[src/rtl/bcd_scan_counter.sv]
// N-digit BCD up/down/hold/load counter advanced by a programmable prescaler tick,
// with a time-multiplexed 7-segment driver (one-hot digit enable, active-high segments).
// Latency: value/tick/wrap change 1 cycle after the prescaler match; digit_en/segments are registered (1 cycle).
// Backpressure: none; ena low freezes every register and forces tick/wrap low.
module bcd_scan_counter #(
  parameter int          NUM_DIGITS = 4,
  parameter logic [23:0] MAX_COUNT  = 24'd10_000_000,
  parameter logic [15:0] SCAN_DIV   = 16'd10_000
) (
  input  logic                    clk,
  input  logic                    rst_n,
  input  logic                    ena,
  input  logic [7:0]              tick_sel,
  input  logic [1:0]              mode,
  input  logic [4*NUM_DIGITS-1:0] load_value,
  input  logic                    clear,
  output logic [4*NUM_DIGITS-1:0] value,
  output logic                    wrap,
  output logic                    tick,
  output logic [NUM_DIGITS-1:0]   digit_en,
  output logic [6:0]              segments
);

  localparam int              VW        = 4 * NUM_DIGITS;
  localparam int              IDX_W     = (NUM_DIGITS > 1) ? $clog2(NUM_DIGITS) : 1;
  localparam logic [IDX_W-1:0] LAST_IDX = IDX_W'(NUM_DIGITS - 1);
  localparam logic [15:0]     SCAN_LAST = SCAN_DIV - 16'd1;

  localparam logic [1:0] MODE_UP   = 2'b00;
  localparam logic [1:0] MODE_DOWN = 2'b01;
  localparam logic [1:0] MODE_LOAD = 2'b11;

  // Prescaler state
  logic [23:0] presc_q, presc_d;
  logic [23:0] compare;
  logic        presc_hit;
  logic        tick_q, tick_d;

  // Count state
  logic [VW-1:0] value_q, value_d;
  logic          wrap_q, wrap_d;
  logic [VW-1:0] inc_val, dec_val, load_sat;
  logic          inc_carry, dec_borrow;

  // Scanner state
  logic [15:0]           scan_cnt_q, scan_cnt_d;
  logic [IDX_W-1:0]      scan_idx_q, scan_idx_d;
  logic [NUM_DIGITS-1:0] digit_en_q, digit_en_d;
  logic [6:0]            seg_q, seg_d;
  logic [3:0]            scan_nib;

  // Prescaler compare select and next count; a compare below the current count hits at once
  always_comb begin
    compare   = (tick_sel == 8'd0) ? MAX_COUNT : {6'b0, tick_sel, 10'b0};
    presc_hit = (presc_q >= compare);
    presc_d   = presc_hit ? 24'd0 : presc_q + 24'd1;
    tick_d    = presc_hit;
  end

  // BCD increment with ripple carry; carry out of the top digit means all digits were 9
  always_comb begin
    inc_val   = value_q;
    inc_carry = 1'b1;
    for (int i = 0; i < NUM_DIGITS; i++) begin
      if (inc_carry) begin
        if (value_q[4*i +: 4] >= 4'd9) begin
          inc_val[4*i +: 4] = 4'd0;
        end else begin
          inc_val[4*i +: 4] = value_q[4*i +: 4] + 4'd1;
          inc_carry         = 1'b0;
        end
      end
    end
  end

  // BCD decrement with ripple borrow; borrow out of the top digit means all digits were 0
  always_comb begin
    dec_val    = value_q;
    dec_borrow = 1'b1;
    for (int i = 0; i < NUM_DIGITS; i++) begin
      if (dec_borrow) begin
        if (value_q[4*i +: 4] == 4'd0) begin
          dec_val[4*i +: 4] = 4'd9;
        end else begin
          dec_val[4*i +: 4] = value_q[4*i +: 4] - 4'd1;
          dec_borrow        = 1'b0;
        end
      end
    end
  end

  // Load data saturated per digit so the count never holds a non-BCD nibble
  always_comb begin
    load_sat = load_value;
    for (int i = 0; i < NUM_DIGITS; i++) begin
      if (load_value[4*i +: 4] > 4'd9) begin
        load_sat[4*i +: 4] = 4'd9;
      end
    end
  end

  // Count next-state: clear beats load, load beats the tick-driven count
  always_comb begin
    value_d = value_q;
    wrap_d  = 1'b0;
    if (clear) begin
      value_d = '0;
    end else if (mode == MODE_LOAD) begin
      value_d = load_sat;
    end else if (presc_hit && (mode == MODE_UP)) begin
      value_d = inc_val;
      wrap_d  = inc_carry;
    end else if (presc_hit && (mode == MODE_DOWN)) begin
      value_d = dec_val;
      wrap_d  = dec_borrow;
    end
  end

  // Scanner next-state: dwell SCAN_DIV cycles per digit, then advance modulo NUM_DIGITS
  always_comb begin
    scan_idx_d = scan_idx_q;
    if (scan_cnt_q >= SCAN_LAST) begin
      scan_cnt_d = 16'd0;
      scan_idx_d = (scan_idx_q == LAST_IDX) ? '0 : scan_idx_q + IDX_W'(1);
    end else begin
      scan_cnt_d = scan_cnt_q + 16'd1;
    end
  end

  // Digit enable and nibble select for the digit currently being scanned
  always_comb begin
    digit_en_d = '0;
    scan_nib   = 4'd0;
    for (int i = 0; i < NUM_DIGITS; i++) begin
      if (scan_idx_q == IDX_W'(i)) begin
        digit_en_d[i] = 1'b1;
        scan_nib      = value_q[4*i +: 4];
      end
    end
  end

  // 7-segment decode, bit0=a .. bit6=g; non-BCD nibbles blank the digit
  always_comb begin
    case (scan_nib)
      4'd0:    seg_d = 7'h3F;
      4'd1:    seg_d = 7'h06;
      4'd2:    seg_d = 7'h5B;
      4'd3:    seg_d = 7'h4F;
      4'd4:    seg_d = 7'h66;
      4'd5:    seg_d = 7'h6D;
      4'd6:    seg_d = 7'h7D;
      4'd7:    seg_d = 7'h07;
      4'd8:    seg_d = 7'h7F;
      4'd9:    seg_d = 7'h6F;
      default: seg_d = 7'h00;
    endcase
  end

  // Prescaler and tick registers; tick_q is cleared while disabled so no stale pulse reappears on re-enable
  always_ff @(posedge clk or negedge rst_n) begin
    if (!rst_n) begin
      presc_q <= 24'd0;
      tick_q  <= 1'b0;
    end else if (ena) begin
      presc_q <= presc_d;
      tick_q  <= tick_d;
    end else begin
      tick_q  <= 1'b0;
    end
  end

  // Count and wrap registers; wrap_q cleared while disabled for the same reason as tick_q
  always_ff @(posedge clk or negedge rst_n) begin
    if (!rst_n) begin
      value_q <= '0;
      wrap_q  <= 1'b0;
    end else if (ena) begin
      value_q <= value_d;
      wrap_q  <= wrap_d;
    end else begin
      wrap_q  <= 1'b0;
    end
  end

  // Scanner and display registers
  always_ff @(posedge clk or negedge rst_n) begin
    if (!rst_n) begin
      scan_cnt_q <= 16'd0;
      scan_idx_q <= '0;
      digit_en_q <= '0;
      seg_q      <= 7'h00;
    end else if (ena) begin
      scan_cnt_q <= scan_cnt_d;
      scan_idx_q <= scan_idx_d;
      digit_en_q <= digit_en_d;
      seg_q      <= seg_d;
    end
  end

  // Pulses are forced low combinationally the moment ena drops
  assign value    = value_q;
  assign tick     = tick_q & ena;
  assign wrap     = wrap_q & ena;
  assign digit_en = digit_en_q;
  assign segments = seg_q;

endmodule

[config.mk]
export PLATFORM = sky130hd
export DESIGN_NAME = bcd_scan_counter
export DESIGN_NICKNAME = d
export VERILOG_FILES = /design/src/rtl/bcd_scan_counter.sv
export SDC_FILE = /design/constraint.sdc
export NUM_CORES = 1
export LEC_CHECK = 0
export CAP_MARGIN = 5
export CORE_ASPECT_RATIO = 2
export CORE_MARGIN = 3
export CORE_UTILIZATION = 40
export CTS_CLUSTER_SIZE = 12
export DETAILED_ROUTE_END_ITERATION = 7
export GPL_TIMING_DRIVEN = 0
export PLACE_DENSITY = 0.72
export SYNTH_ARGS = -nofsm -noshare
export SYNTH_HDL_FRONTEND = slang
export SYNTH_SLANG_ARGS = --single-unit
[constraint.sdc]
create_clock -name clk -period 3.2 [get_ports clk]
set_input_delay 0.48 -clock clk [delete_from_list [all_inputs] [get_ports clk]]
set_output_delay 0.48 -clock clk [all_outputs]
set_load 0.02 [all_outputs]
==> key figures <==
Run status
  • Run status: complete, but fails checks
  • Failing checks: negative setup slack

Final layout
  • Fin nets: 734
  • Antenna diodes: 0
  • Fin util: 52.8%
  • Area growth syn-to-layout: 28.4%
  • Fraction of layout cells with a size suffix above 1: 14.8%
  • # fillers: 1,138

Global route
  • Initial antenna violation count: 0
  • First-pass GRT wire length: 22,800 um
  • Overflow after GRT: 0
  • Total track usage: 20.5%
  • Largest net degree at the start of global routing: 50
  • Number of global-route vias before repair: 4,908

Timing
  • Worst Setup Slack, final: -0.336 ns
  • Count of final hold-check violations: 0
  • F_max: 283 MHz
  • Slew HR: 43.7%
  • Post-layout minimum cycle time: 3.54 ns
  • Fin crit share: 111%
  • Clk_skew: 0.00646 ns
  • Max Slew Vio Count: 0
  • Worst hold slack: 0.0382 ns
  • TNS Setup: -4.00 ns
  • # setup viols final: 16
  • Slew @ Worst Pin: 0.836 ns
  • RSZ-0062 raised after global routing: yes

Yosys
  • Yosys cell types: 63
  • Syn_nets: 650
  • Mapped Cells: 582
  • Ys flop type: dfrtp_1
  • Sequential cell area fraction in the yosys report: 35.2%
  • Register bit total from synthesis: 71
  • Yosys warnings: 0
  • Post-synth EDFFs: 0
  • Syn Area/Cell: 8.67 um^2
  • Mapped cell area: 0.00504 mm^2
  • Async SR Flop Fraction: 100%

Worst setup path
  • Worst-case reg-to-reg path depth: 9
  • Worst Setup Start Kind: input port
  • Reg2reg setup slack: -0.10 ns
  • Critical Path RT: 3.43 ns
  • Critical path endpoint category: register
  • Crit Path Class: in2reg
  • CP Max Fanout: 4
  • Data arrival, critical path: 3.76 ns

Route
  • Met3 WL: 566 um
  • Final ANT Viol Nets: 0
  • Final wirelength: 14,400 um
  • Initial DRC count: 269
  • Met2 WL: 8010 um
  • DR DRC count: 0
  • Vias/cell: 5.81
  • Router iterations before antenna repair: 5
  • DR top layer: met4
  • WL/cell: 17.7 um
  • Via count: 4,750
  • M1 WL: 5230 um

Clocking
  • # clock sinks: 71
  • Clock buffer depth: 2
  • Root Driver: clkbuf_16
  • Worst-skew pair later-pin latency: 0.34 ns
  • Clock-pin slew on the worst setup and hold paths: 0.06 ns
  • CTS tree: built
  • H-tree levels: 3
  • Num CTS Buffers: 9

Hold path
  • HP Class: in2async

Placed design
  • I/O Buffers: 57
  • RePlAce Congestion: 0.930
  • HPWL after DPL: 10,600 um

Floorplanning
  • IO Pins: 59
  • Core Footprint: 0.0123 mm^2
  • Starting Density: 41.1%
  • Die H: 165 um
  • Site Rows: 57
  • Die area: 0.0141 mm^2
  • Die Wd: 85.4 um

Job
  • Max_cap viols: 0

Power
  • Sequential share of power: 31.7%
  • Combinational share of power: 43.0%
  • Clock power share: 25.3%
  • Internal cell power: 2490 uW
  • Sw power: 1620 uW
  • Leakage: 0.00289 uW
  • Sw Share: 39.4%
  • Worst VDD drop: 0.419 mV
  • Pwr dens: 634 mW/mm^2
[through the flow]
stage	power [uW]	setup slack [ns]	instances	area, um^2
after floorplan	2370	-0.321	582	5090
after global placement	2940	-1.13	786	5840
after detailed placement	2980	-1.22	787	5870
after CTS	4080	-0.334	813	6340
after global routing	4340	-0.386	818	6470
final	4110	-0.336	818	6470
[flip-flops by register name (all words and copies together), names as in the netlist]
register	flops
presc_q	24
scan_cnt_q	16
value	16
segments	7
digit_en	4
scan_idx_q	2
tick_q	1
wrap_q	1
[final timing paths]
| check | start | end |
|---|---|---|
| worst min-delay path | rst_n | value[5] |
| max in group asynchronous | rst_n | presc_q[4] |
| worst max register to register | value[4] | value[15] |
| worst min register to register | digit_en[2] | digit_en[2] |
| min in group clk | digit_en[2] | digit_en[2] |
| worst max-delay path | tick_sel[2] | value[6] |
[worst max-delay path: stages]
cell and delay [ns]:
buf_6 0.09, or4_4 0.54, nor2_4 0.18, buf_6 0.12
ha_4 0.11, or4b_4 0.46, o41ai_4 0.25, a32oi_2 0.22
a211oi_4 0.28, buf_6 0.16, mux2_4 0.31, a21oi_4 0.24
mux2_4 0.32
[power by group through the flow]
stage | Combinational (uW) | Clock (uW) | Sequential (uW)
6_report | 1760 | 1040 | 1300
5_1_grt | 1930 | 1090 | 1330
4_1_cts | 1730 | 1050 | 1290
3_5_place_dp | 1680 | 0 | 1300
3_3_place_gp | 1640 | 0 | 1300
2_1_floorplan | 980 | 0 | 1390
[timing repair]
item | CTS | global route
gates cloned | 1 | 0
hold buffers | 0 | 0
buffers inserted | 10 | 5
pin swaps | 14 | 15
endpoints found under the setup margin | 43 | 39
gates resized for setup | 50 | 25
[area by class of cell]
type	count	area, um^2	share of cell area [%]
tap	147	184	2.84
multi-input combinational	450	3200	49.5
clock buffer	11	253	3.90
clock inverter	5	56.3	0.870
inverter	32	120	1.86
timing repair buffer	74	743	11.5
sequential	71	1780	27.4
buffer	28	139	2.14
[routing by layer]
metal	track usage (%)	vias to the layer above
li1	-	2240
met1	19.7	2317
met2	39.7	156
met3	2.90	37
met4	12.2	0
met5	0	-
[cells in the mapped netlist, drive strengths merged, types with 9 or more instances]
master / instances / area (um^2)
inv: 32 / 120
mux2: 17 / 191
ha: 38 / 475
clkbuf: 22 / 83.8
nand4: 19 / 119
nand2: 45 / 169
o21ai: 28 / 140
o31ai: 9 / 67.6
nor3: 13 / 65.1
xor2: 25 / 219
nand3: 15 / 75.1
nor2: 85 / 319
mux2i: 10 / 100
a21oi: 40 / 208
and3: 10 / 62.6
dfrtp: 71 / 1780
[placed cells by master (no fill, tap or decap), drive strengths merged, types with 3 or more instances in the layout]
| cell type | count |
|---|---|
| nand2b | 8 |
| or4 | 3 |
| a211oi | 7 |
| and4 | 3 |
| a2111oi | 8 |
| dfrtp | 71 |
| a221oi | 3 |
| nand3 | 15 |
| inv | 32 |
| a21oi | 40 |
| o21ai | 28 |
| nand2 | 45 |
| o211ai | 5 |
| nand4 | 19 |
| a22oi | 3 |
| xnor2 | 6 |
| clkinv | 3 |
| mux2 | 17 |
| and2 | 6 |
| o21a | 4 |
| buf | 30 |
| xor2 | 25 |
| mux2i | 10 |
| and3 | 10 |
| clkdlybuf4s50 | 48 |
| nor2 | 85 |
| or3 | 6 |
| o31ai | 9 |
| nor4 | 5 |
| nor2b | 3 |
| clkbuf | 33 |
| nor3 | 13 |
| ha | 38 |
[kinds of logic after synthesis]
family                   synth area share (%)
adder cells (fa/ha/maj)                  9.43
AO/OA/AOI/OAI                            17.2
multiplexers                             5.78
flip-flops                               35.2
AND/OR/NAND/NOR                          22.1
buffers and inverters                    4.86
XOR/XNOR                                 5.38
Power figures use the tool's default switching activity.
